File: config.mk
export PLATFORM = sky130hd
export DESIGN_NAME = uart_stim_tx_flat
export DESIGN_NICKNAME = d
export VERILOG_FILES = /design/src/rtl/uart_pkg.sv /design/src/rtl/uart_stim_tx_if.sv /design/src/rtl/uart_stim_tx_sync_fifo.sv /design/src/rtl/uart_stim_tx.sv /design/src/flat_wrapper.sv
export SDC_FILE = /design/constraint.sdc
export NUM_CORES = 1
export LEC_CHECK = 0
export ABC_AREA = 1
export CAP_MARGIN = 20
export CORE_UTILIZATION = 50
export DETAILED_ROUTE_END_ITERATION = 8
export PLACE_DENSITY = 0.69
export SLEW_MARGIN = 15
export SYNTH_ARGS = -nofsm -noshare
export SYNTH_HDL_FRONTEND = slang
export SYNTH_SLANG_ARGS = --single-unit
File: constraint.sdc
create_clock -name clk -period 2.1 [get_ports clk]
set_input_delay 0.525 -clock clk [delete_from_list [all_inputs] [get_ports clk]]
set_output_delay 0.525 -clock clk [all_outputs]
set_load 0.03 [all_outputs]
File: src/rtl/uart_pkg.sv
// Shared UART definitions: FSM state encoding, frame bit counts and the
// baud divisor helper. Used by the stimulus transmitter and the byte decoder.
package uart_pkg;

  typedef enum logic [2:0] {
    IDLE,
    START,
    DATA,
    PARITY,
    STOP
  } uart_state_t;

  localparam int START_BITS = 1;
  localparam int DATA_BITS  = 8;
  localparam int BIT_CNT_W  = $clog2(DATA_BITS);

  // Clocks per bit; fractional part is simply dropped.
  function automatic int baud_div(input int clk_mhz, input int baud);
    return (clk_mhz * 1_000_000) / baud;
  endfunction

endpackage

File: src/rtl/uart_stim_tx_if.sv
// Byte push handshake between a writer (host/bench) and the UART stimulus
// transmitter. The writer offers a byte with in_valid; the transmitter
// accepts it in any cycle where in_ready is high.
interface uart_stim_tx_if;

  logic                           in_valid;
  logic [uart_pkg::DATA_BITS-1:0] in_byte;
  logic                           in_ready;

  modport master (
    output in_valid,
    output in_byte,
    input  in_ready
  );

  modport slave (
    input  in_valid,
    input  in_byte,
    output in_ready
  );

endinterface

File: src/rtl/uart_stim_tx_sync_fifo.sv
// Single-clock FIFO with wrap-around pointers and an occupancy counter.
// Read data is the head entry (fall-through), valid whenever empty is low.
module sync_fifo #(
  parameter int WIDTH = 8,
  parameter int DEPTH = 16
) (
  input  logic                   clk,
  input  logic                   reset,
  input  logic                   push,
  input  logic                   pop,
  input  logic [WIDTH-1:0]       wdata,
  output logic [WIDTH-1:0]       rdata,
  output logic [$clog2(DEPTH):0] count,
  output logic                   full,
  output logic                   empty
);

  localparam int PTR_W = $clog2(DEPTH);

  logic [WIDTH-1:0] mem [DEPTH];
  logic [PTR_W-1:0] wr_ptr;
  logic [PTR_W-1:0] rd_ptr;
  logic             do_push;
  logic             do_pop;

  assign full    = (count == (PTR_W+1)'(DEPTH));
  assign empty   = (count == '0);
  assign do_push = push && !full;
  assign do_pop  = pop && !empty;
  assign rdata   = mem[rd_ptr];

  // Storage array; contents are don't-care until written, so no reset.
  always_ff @(posedge clk) begin
    if (do_push) mem[wr_ptr] <= wdata;
  end

  // Pointers wrap naturally at DEPTH (power of two); count tracks occupancy.
  always_ff @(posedge clk) begin
    if (!reset) begin
      wr_ptr <= '0;
      rd_ptr <= '0;
      count  <= '0;
    end else begin
      if (do_push) wr_ptr <= wr_ptr + 1'b1;
      if (do_pop)  rd_ptr <= rd_ptr + 1'b1;
      case ({do_push, do_pop})
        2'b10:   count <= count + 1'b1;
        2'b01:   count <= count - 1'b1;
        default: count <= count;
      endcase
    end
  end

endmodule

File: src/rtl/uart_stim_tx.sv
// Buffered 8N1/8N2 UART serializer driving the SoC UART_RX line.
// Bytes pushed through the handshake interface are queued in a FIFO and
// sent LSB first; queued bytes follow each other with no idle gap.
// Optional even parity bit after the data bits: define UART_STIM_PARITY_EN.
module uart_stim_tx
  import uart_pkg::*;
#(
  parameter int CLK_FREQ_MHZ = 27,
  parameter int BAUD_RATE    = 115200,
  parameter int FIFO_DEPTH   = 16,
  parameter int STOP_BITS    = 1
) (
  input  logic                        clk,
  input  logic                        reset,
  uart_stim_tx_if.slave               bus,
  output logic                        uart_tx,
  output logic                        busy,
  output logic [$clog2(FIFO_DEPTH):0] fifo_count,
  output logic                        overflow
);

  localparam int DIV       = baud_div(CLK_FREQ_MHZ, BAUD_RATE);
  localparam int STOP_CLKS = DIV * STOP_BITS;
  localparam int CNT_W     = $clog2(STOP_CLKS + 1);
  localparam logic [CNT_W-1:0] DIV_LOAD  = CNT_W'(DIV - 1);
  localparam logic [CNT_W-1:0] STOP_LOAD = CNT_W'(STOP_CLKS - 1);

  uart_state_t            state, state_next;
  logic [CNT_W-1:0]       baud_cnt, baud_next;
  logic [BIT_CNT_W-1:0]   bit_cnt, bit_next;
  logic [DATA_BITS-1:0]   data_reg, data_next;
  logic                   tx_reg, tx_next;

  logic                   push;
  logic                   pop;
  logic [DATA_BITS-1:0]   rdata;
  logic                   full;
  logic                   empty;

  assign bus.in_ready = !full;
  assign push         = bus.in_valid && !full;
  assign uart_tx      = tx_reg;
  assign busy         = (state != IDLE) || !empty;

  sync_fifo #(
    .WIDTH (DATA_BITS),
    .DEPTH (FIFO_DEPTH)
  ) u_fifo (
    .clk   (clk),
    .reset (reset),
    .push  (push),
    .pop   (pop),
    .wdata (bus.in_byte),
    .rdata (rdata),
    .count (fifo_count),
    .full  (full),
    .empty (empty)
  );

  // Registered frame state; reset drives the line high and abandons any frame.
  always_ff @(posedge clk) begin
    if (!reset) begin
      state    <= IDLE;
      baud_cnt <= '0;
      bit_cnt  <= '0;
      data_reg <= '0;
      tx_reg   <= 1'b1;
    end else begin
      state    <= state_next;
      baud_cnt <= baud_next;
      bit_cnt  <= bit_next;
      data_reg <= data_next;
      tx_reg   <= tx_next;
    end
  end

  // Frame sequencing: each phase holds the line for a full baud count, and
  // the last stop clock pops the next byte so frames run back to back.
  always_comb begin
    state_next = state;
    baud_next  = baud_cnt;
    bit_next   = bit_cnt;
    data_next  = data_reg;
    tx_next    = tx_reg;
    pop        = 1'b0;
    unique case (state)
      IDLE: begin
        tx_next = 1'b1;
        if (!empty) begin
          pop        = 1'b1;
          data_next  = rdata;
          tx_next    = 1'b0;
          baud_next  = DIV_LOAD;
          state_next = START;
        end
      end
      START: begin
        if (baud_cnt == '0) begin
          baud_next  = DIV_LOAD;
          bit_next   = '0;
          tx_next    = data_reg[0];
          state_next = DATA;
        end else begin
          baud_next = baud_cnt - 1'b1;
        end
      end
      DATA: begin
        if (baud_cnt == '0) begin
          if (bit_cnt == BIT_CNT_W'(DATA_BITS - 1)) begin
`ifdef UART_STIM_PARITY_EN
            baud_next  = DIV_LOAD;
            tx_next    = ^data_reg;
            state_next = PARITY;
`else
            baud_next  = STOP_LOAD;
            tx_next    = 1'b1;
            state_next = STOP;
`endif
          end else begin
            baud_next = DIV_LOAD;
            bit_next  = bit_cnt + 1'b1;
            tx_next   = data_reg[bit_cnt + 1'b1];
          end
        end else begin
          baud_next = baud_cnt - 1'b1;
        end
      end
`ifdef UART_STIM_PARITY_EN
      PARITY: begin
        if (baud_cnt == '0) begin
          baud_next  = STOP_LOAD;
          tx_next    = 1'b1;
          state_next = STOP;
        end else begin
          baud_next = baud_cnt - 1'b1;
        end
      end
`endif
      STOP: begin
        if (baud_cnt == '0) begin
          if (!empty) begin
            pop        = 1'b1;
            data_next  = rdata;
            tx_next    = 1'b0;
            baud_next  = DIV_LOAD;
            state_next = START;
          end else begin
            tx_next    = 1'b1;
            state_next = IDLE;
          end
        end else begin
          baud_next = baud_cnt - 1'b1;
        end
      end
      default: begin
        tx_next    = 1'b1;
        state_next = IDLE;
      end
    endcase
  end

  // Sticky flag for bytes offered while the FIFO was full.
  always_ff @(posedge clk) begin
    if (!reset) begin
      overflow <= 1'b0;
    end else if (bus.in_valid && full) begin
      overflow <= 1'b1;
    end
  end

endmodule

File: src/flat_wrapper.sv
// flat-port wrapper written by rule: the top's interface ports become plain ports
module uart_stim_tx_flat import uart_pkg::*;
#(
  parameter int CLK_FREQ_MHZ = 27,
  parameter int BAUD_RATE    = 115200,
  parameter int FIFO_DEPTH   = 16,
  parameter int STOP_BITS    = 1
)
  (clk, reset, uart_tx, busy, fifo_count, overflow, bus_in_valid, bus_in_byte, bus_in_ready);
  uart_stim_tx_if bus_i ();
  input  logic clk;
  input  logic reset;
  output logic uart_tx;
  output logic busy;
  output logic [$clog2(FIFO_DEPTH):0] fifo_count;
  output logic overflow;
  input wire logic [$bits(bus_i.in_valid)-1:0] bus_in_valid;
  input wire logic [$bits(bus_i.in_byte)-1:0] bus_in_byte;
  output wire logic [$bits(bus_i.in_ready)-1:0] bus_in_ready;
  assign bus_i.in_valid = bus_in_valid;
  assign bus_i.in_byte = bus_in_byte;
  assign bus_in_ready = bus_i.in_ready;
  uart_stim_tx #(.CLK_FREQ_MHZ(CLK_FREQ_MHZ), .BAUD_RATE(BAUD_RATE), .FIFO_DEPTH(FIFO_DEPTH), .STOP_BITS(STOP_BITS)) u_core (.clk(clk), .reset(reset), .bus(bus_i), .uart_tx(uart_tx), .busy(busy), .fifo_count(fifo_count), .overflow(overflow));
endmodule
Word level (Yosys, flattened, before mapping)

Memories as Yosys holds them, arrays and structs flattened. A register that Yosys moved wholly into a read port is not among the register bits.
Cells that the tools add are included.

Latch bits: 0
Flip-flop bits (word level): 37
Memories kept: 1
ROM bits: 0
Memory bits (writable): 128

Muxes and demuxes: 34
Div/mod/pow operators: 0
Eq/ne operators: 13
Shift operators: 0
$mul: 0
Add/subtract/negate cells: 6
Reduce and logical (&&, ||, !) cells: 20
Magnitude comparators: 1
Bitwise gates (word level): 0

Memories:

| name              | words | width | read ports | clocked after memory_dff | wr ports | line                         | source |
|---|---|---|---|---|---|---|---|
| u_core.u_fifo.mem | 16    | 8     | 1          | 1                        | 1        | uart_stim_tx_sync_fifo.sv:20 | `logic [WIDTH-1:0] mem [DEPTH];` |

Operators with widths:

| cell                | number |
|---|---|
| $mux 8              | 5 |
| $mux 3              | 8 |
| $pmux 8 s3          | 1 |
| $pmux 8 s2          | 1 |
| $pmux 3 s4          | 1 |
| $mux 1              | 11 |
| $pmux 5 s2          | 1 |
| $add 4x1->4 const B | 2 |
| $logic_not 8->1     | 1 |
| $mux 4              | 2 |
| $ne 2x1->1 const B  | 4 |
| $sub 8x1->8 const B | 1 |
| $eq 3x3->1 const B  | 2 |
| $pmux 3 s2          | 1 |
| $reduce_bool 2->1   | 3 |
| $reduce_bool 3->1   | 2 |
| $add 5x1->5 const B | 1 |
| $eq 5x5->1 const B  | 1 |
| $logic_not 5->1     | 1 |
| $reduce_and 5->1    | 1 |
| $sub 5x1->5 const B | 1 |
| $logic_and 1x1->1   | 4 |
| $lt 3x4->1 const B  | 1 |
| $ne 2x2->1 const B  | 2 |
| 15 further kinds    | 16 |

Depth between registers and ports, before layout

Depth in word-level cells: 7
Gate-level depth with buffers: 18
Mapped depth without buffers: 17

Hierarchy

From an unflattened synthesis, not the netlist that was laid out.

Cell total of the unflattened synthesis: 690
Area, all modules: 7502.2 µm²

Modules (own cells, without submodules):

| module       | sequential area each (µm²) | instances | area each (µm²) | cells each |
|---|---|---|---|---|
| sync_fifo    | 4184.0                     | 1         | 6092.1          | 477 |
| uart_stim_tx | 480.5                      | 1         | 1410.1          | 213 |

Least setup slack after synthesis

OpenSTA, ideal clock, no wires.

Kind: reg-to-reg
From: register u_core.u_fifo.count[0]
To: register u_core.u_fifo.count[4]
Period minus slack after synthesis: 2.348 ns
Setup slack: -0.248 ns
Cell stages (with the launch flop): 17
Data arrival time: 2.280 ns
Library setup time: 0.067 ns
Required time: 2.033 ns
Cell sequence: dfxtp_1 -> nor2_1 -> nand3_2 -> nand2_4 -> nor2_8 -> buf_2 -> ha_1 -> xor2_1 -> ha_1 -> inv_1 -> nand2_2 -> nand2_1 -> nand2_1 -> nand2_1 -> nand2_1 -> nand2_1 -> a21oi_2

Cells in the longest elaborated chain, start to end: 7
Elaborated cells on any way between the ends: 16
Classes of those cells: add/sub: 2; eq/ne: 3; mux: 4; reduce/logical: 7

RTL lines:

| what                                                   | line                                    | source |
|---|---|---|
| start, declared                                        | uart_stim_tx_sync_fifo.sv:13            | `output logic [$clog2(DEPTH):0] count,` |
| start signal, assigned                                 | uart_stim_tx_sync_fifo.sv:47            | `2'b10: count <= count + 1'b1;` |
| start signal, assigned                                 | uart_stim_tx_sync_fifo.sv:48            | `2'b01: count <= count - 1'b1;` |
| start signal, assigned                                 | uart_stim_tx_sync_fifo.sv:49            | `default: count <= count;` |
| $logic_not 5->1 (*)                                    | uart_stim_tx_sync_fifo.sv:27            | `assign empty = (count == '0);` |
| $mux 1                                                 | uart_stim_tx.sv:89, uart_stim_tx.sv:141 |  |
| $mux 1                                                 | uart_stim_tx.sv:140                     | `if (baud_cnt == '0) begin` |
| $pmux 1 s2                                             | uart_stim_tx.sv:86                      | `unique case (state)` |
| $logic_and 1x1->1 (*)                                  | uart_stim_tx_sync_fifo.sv:29            | `assign do_pop = pop && !empty;` |
| via u_core.u_fifo.do_pop                               | uart_stim_tx_sync_fifo.sv:24            | `logic do_pop;` |
| $eq 2x1->1 / $eq 2x2->1 (equally long branches)        | uart_stim_tx_sync_fifo.sv:46            | `case ({do_push, do_pop})` |
| $pmux 5 s2 / $reduce_bool 2->1 (equally long branches) | n/a                                     |  |

The timed path passes the listed nets; every way through them passes the cells marked *.
A chain may end at the register's enable or synchronous reset.

Final worst setup path

From: register u_core.baud_cnt[0]
To: register u_core.u_fifo.count[4]

Cells in the longest elaborated chain, start to end: 6
Elaborated cells on any way between the ends: 8
Classes of those cells: eq/ne: 2; mux: 3; reduce/logical: 3

RTL lines:

| what                                                   | line                         | source |
|---|---|---|
| start, declared                                        | uart_stim_tx.sv:29           | `logic [CNT_W-1:0] baud_cnt, baud_next;` |
| start signal, assigned                                 | uart_stim_tx.sv:70           | `baud_cnt <= baud_next;` |
| $logic_not 8->1 (*)                                    | uart_stim_tx.sv:140          |  |
| $mux 1 (*)                                             | uart_stim_tx.sv:140          |  |
| $pmux 1 s2 (*)                                         | uart_stim_tx.sv:86           |  |
| $logic_and 1x1->1 (*)                                  | uart_stim_tx_sync_fifo.sv:29 |  |
| $eq 2x1->1 / $eq 2x2->1 (equally long branches)        | uart_stim_tx_sync_fifo.sv:46 |  |
| $pmux 5 s2 / $reduce_bool 2->1 (equally long branches) | n/a                          |  |

Every way passes the cells marked *; elsewhere a longest branch is shown, timed or not.

==> qor.yml <==
setup_path:
  path_cells: "inv_4 > ha_4 > nand3_4 > nor2_4 > nor2_4 > nor2_8 > ha_4 > xor2_2 > ha_2 > inv_1 > nand2_2 > nand2_2 > nand2_1 > nand2_1 > nand2_1 > nand2_1 > a21oi_2"
  r2r_cells: 17
  worst_setup_path_end_kind: "flop"
  path_class: "flop to flop"
  r2r_end: "u_core.u_fifo.count[4]"
  path_common_cell: "nand2_1"
  critPathTopFamily: "simple AND/OR/NAND/NOR gates"
  cp_max_fo: 4
  path_buf_inv: 2
  critical_path.max_stage_delay_ns: 0.33
  critPathArrivalTime_ns: 2.39
  required_ns: 2.46
  crit_slowest_cell: "dfxtp_2"
  r2r-start: "u_core.baud_cnt[0]"
  start_kind: "flop"
  reg2reg_slack_ns: 0.06
placed_design:
  dp_cells: 844
  io_buffers: 19
  dp_slack_ns: -0.184
  dpl-instance-area_mm2: 0.00788
  hpwl_um: 10300
  place_congestion: 0.860
logic_synthesis:
  synth-seq-area-share: 0.650
  synthCells: 626
  synth.avg_cell_area_um2: 11.5
  synthArstFlopShare: 0
  netlist.area_leader.share: 0.536
  synth_edf_count: 128
  syn_area_mm2: 0.00717
  synth_cell_types: 40
  synth_ff_type: "edfxtp_1"
  synth_top_cell_by_area: "edfxtp_1"
  synthesis.nets: 649
  ys_ff_latch: 169
  synth_warnings: 0
  synth_area_leaders: "edfxtp_1, dfxtp_1, nor2_1"
route:
  num_vias: 4916
  routed_wl_um: 15500
  viasPerCell: 5.61
  drcViolationCount: 0
  dr_wl_met3_um: 943
  wl_met1_um: 6800
  wire_per_inst_um: 17.7
  initialDrtViolationCount: 434
  met2_wirelength_um: 7390
  highest_layer: "met4"
  ant_nets: 0
  drtPass1Iterations: 6
timing:
  grt_setup_unrepaired: "true"
  slew_headroom: 0.572
  post-route-period-util: 0.970
  maxSlewViolCount: 0
  hold_ws_ns: 0.460
  fin_ws_ns: 0.0629
  setup_viol: 0
  setup-tns-final_ns: 0
  min_period_ns: 2.04
  fmaxAchievable_ghz: 0.491
  tightest_slew_ns: 0.641
  fin_worst_skew_ns: 0.00706
  hold_viol: 0
final_layout:
  drive_gt1_frac: 0.172
  area_growth_syn_to_layout_pct: 19.4
  fin_util: 0.615
  largest_register_ffs: 128
  final_cells: 877
  final_nets: 708
  antenna-diode-count: 0
  fill_cells: 1035
  postLayoutCellArea_mm2: 0.00856
floorplan:
  die_w_um: 122
  die_y_um: 122
  rows: 43
  coreArea_mm2: 0.0139
  die_area_mm2: 0.0148
  pin_count: 20
  initial_core_util: 0.515
grt:
  first_global_vias: 4718
  grt_max_degree: 65
  grt_pass1_wl_um: 24800
  antenna_found_initial: 0
  gr-total-overflow: 0
  grt.total_usage: 0.225
run:
  maxCapViolCount: 0
worst_hold_path:
  min_from: "u_core.overflow"
  whs_path_depth: 2
  hp-class: "flop to flop"
  hold_path_end: "u_core.overflow"
power_and_ir_drop:
  vdd_ir_drop_max_mv: 0.694
  p_leak_nw: 3.16
  pwr_density_cell_mw_per_mm2: 1350
  finalPower_mw: 11.5
  intPower_mw: 7.41
  combPwrFrac: 0.365
  swShare: 0.357
  power_switching_mw: 4.12
  p_seq_frac: 0.361
  p_clk_frac: 0.274
clock_tree:
  tritoncts: "yes"
  clockBufferDepth: 2
  insertion_delay_ns: 0.42
  cts_buffers: 17
  clock-sinks: 169
  cts_root_buf: "clkbuf_16"
  holdBufCountCts: 0
  clkTransAtPathRegs_ns: 0.06
  htreeDepth: 4
outcome:
  status: "complete, no violations"
==> power groups by stage <==
stage | clock (mW) | sequential (mW) | combinational, mW
6_report | 3.16 | 4.16 | 4.21
4_1_cts | 3.19 | 4.14 | 4.09
5_1_grt | 3.34 | 4.20 | 4.68
3_3_place_gp | 0 | 4.20 | 3.92
2_1_floorplan | 0 | 4.24 | 2.82
3_5_place_dp | 0 | 4.21 | 4.03
==> worst register-to-register path, delay by kind of cell, from the launching register on <==
kind                     cells  cell delay [ns]
AO/OA/AOI/OAI                1             0.10
adder cells (fa/ha/maj)      3             0.53
flip-flops                   1             0.33
AND/OR/NAND/NOR             10             0.73
buffers and inverters        2             0.11
XOR/XNOR                     1             0.16
==> cells in the final DEF (no fill, tap or decap), drive strengths merged, types with 8 or more instances in the layout <==
cell type / count
a21oi: 25
buf: 49
clkbuf: 17
clkdlybuf4s50: 13
dfxtp: 41
edfxtp: 128
ha: 12
inv: 52
mux2i: 24
nand2: 54
nand3: 31
nor2: 113
o211ai: 10
o21ai: 52
o221ai: 24
o32ai: 8
==> layer usage <==
layer	global-route usage	vias up
met3	0.0496	26
met4	0.0895	0
met2	0.351	201
met5	0	-
li1	-	2363
met1	0.307	2326
==> final cells by class <==
class	count	area (um2)	share of cell area
clock inverters	14	173	0.0202
repair buffers	67	588	0.0687
flip-flops and latches	169	4670	0.546
inverters	50	190	0.0222
well taps	180	225	0.0263
multi-input cells	380	2290	0.267
clock buffers	17	425	0.0497
==> worst max path at each step <==
stage | startpoint | end | slack [ns] | cells after the start
after floorplan | u_core.baud_cnt[0] | u_core.u_fifo.count[4] | 0.007 | 18
after global placement | bus_in_valid | u_core.u_fifo.count[4] | -0.13 | 12
after detailed placement | bus_in_valid | u_core.u_fifo.count[4] | -0.18 | 12
after CTS | u_core.u_fifo.count[3] | busy | -0.005 | 5
after global routing | u_core.baud_cnt[0] | u_core.u_fifo.count[4] | -0.09 | 17
final | u_core.baud_cnt[0] | u_core.u_fifo.count[4] | 0.06 | 17
==> cell families after synthesis <==
| group | synth area share |
|---|---|
| AND/OR/NAND/NOR | 0.131 |
| flip-flops | 0.650 |
| AO/OA/AOI/OAI | 0.113 |
| buffers and inverters | 0.0427 |
| multiplexers | 0.0335 |
| adder cells (fa/ha/maj) | 0.0209 |
| XOR/XNOR | 0.00855 |
==> cells in the mapped netlist, drive strengths merged, types with 2 or more instances <==
master and number:
dfxtp 41, nand3 31, o21ai 52, o221ai 24, nand4 6, a211oi 4
xnor2 2, buf 11, xor2 5, nor3 4, a21oi 25, inv 49
o32ai 8, edfxtp 128, o211ai 10, ha 12, mux2i 24, clkbuf 16
nand2 54, nor2 113
==> timing repair <==
action	4_1_cts	5_1_grt
resized for setup	9	18
pin swaps	2	7
setup buffers	0	2
endpoints found under the setup margin	4	9
Note: power is estimated with default switching activity, not from simulation.
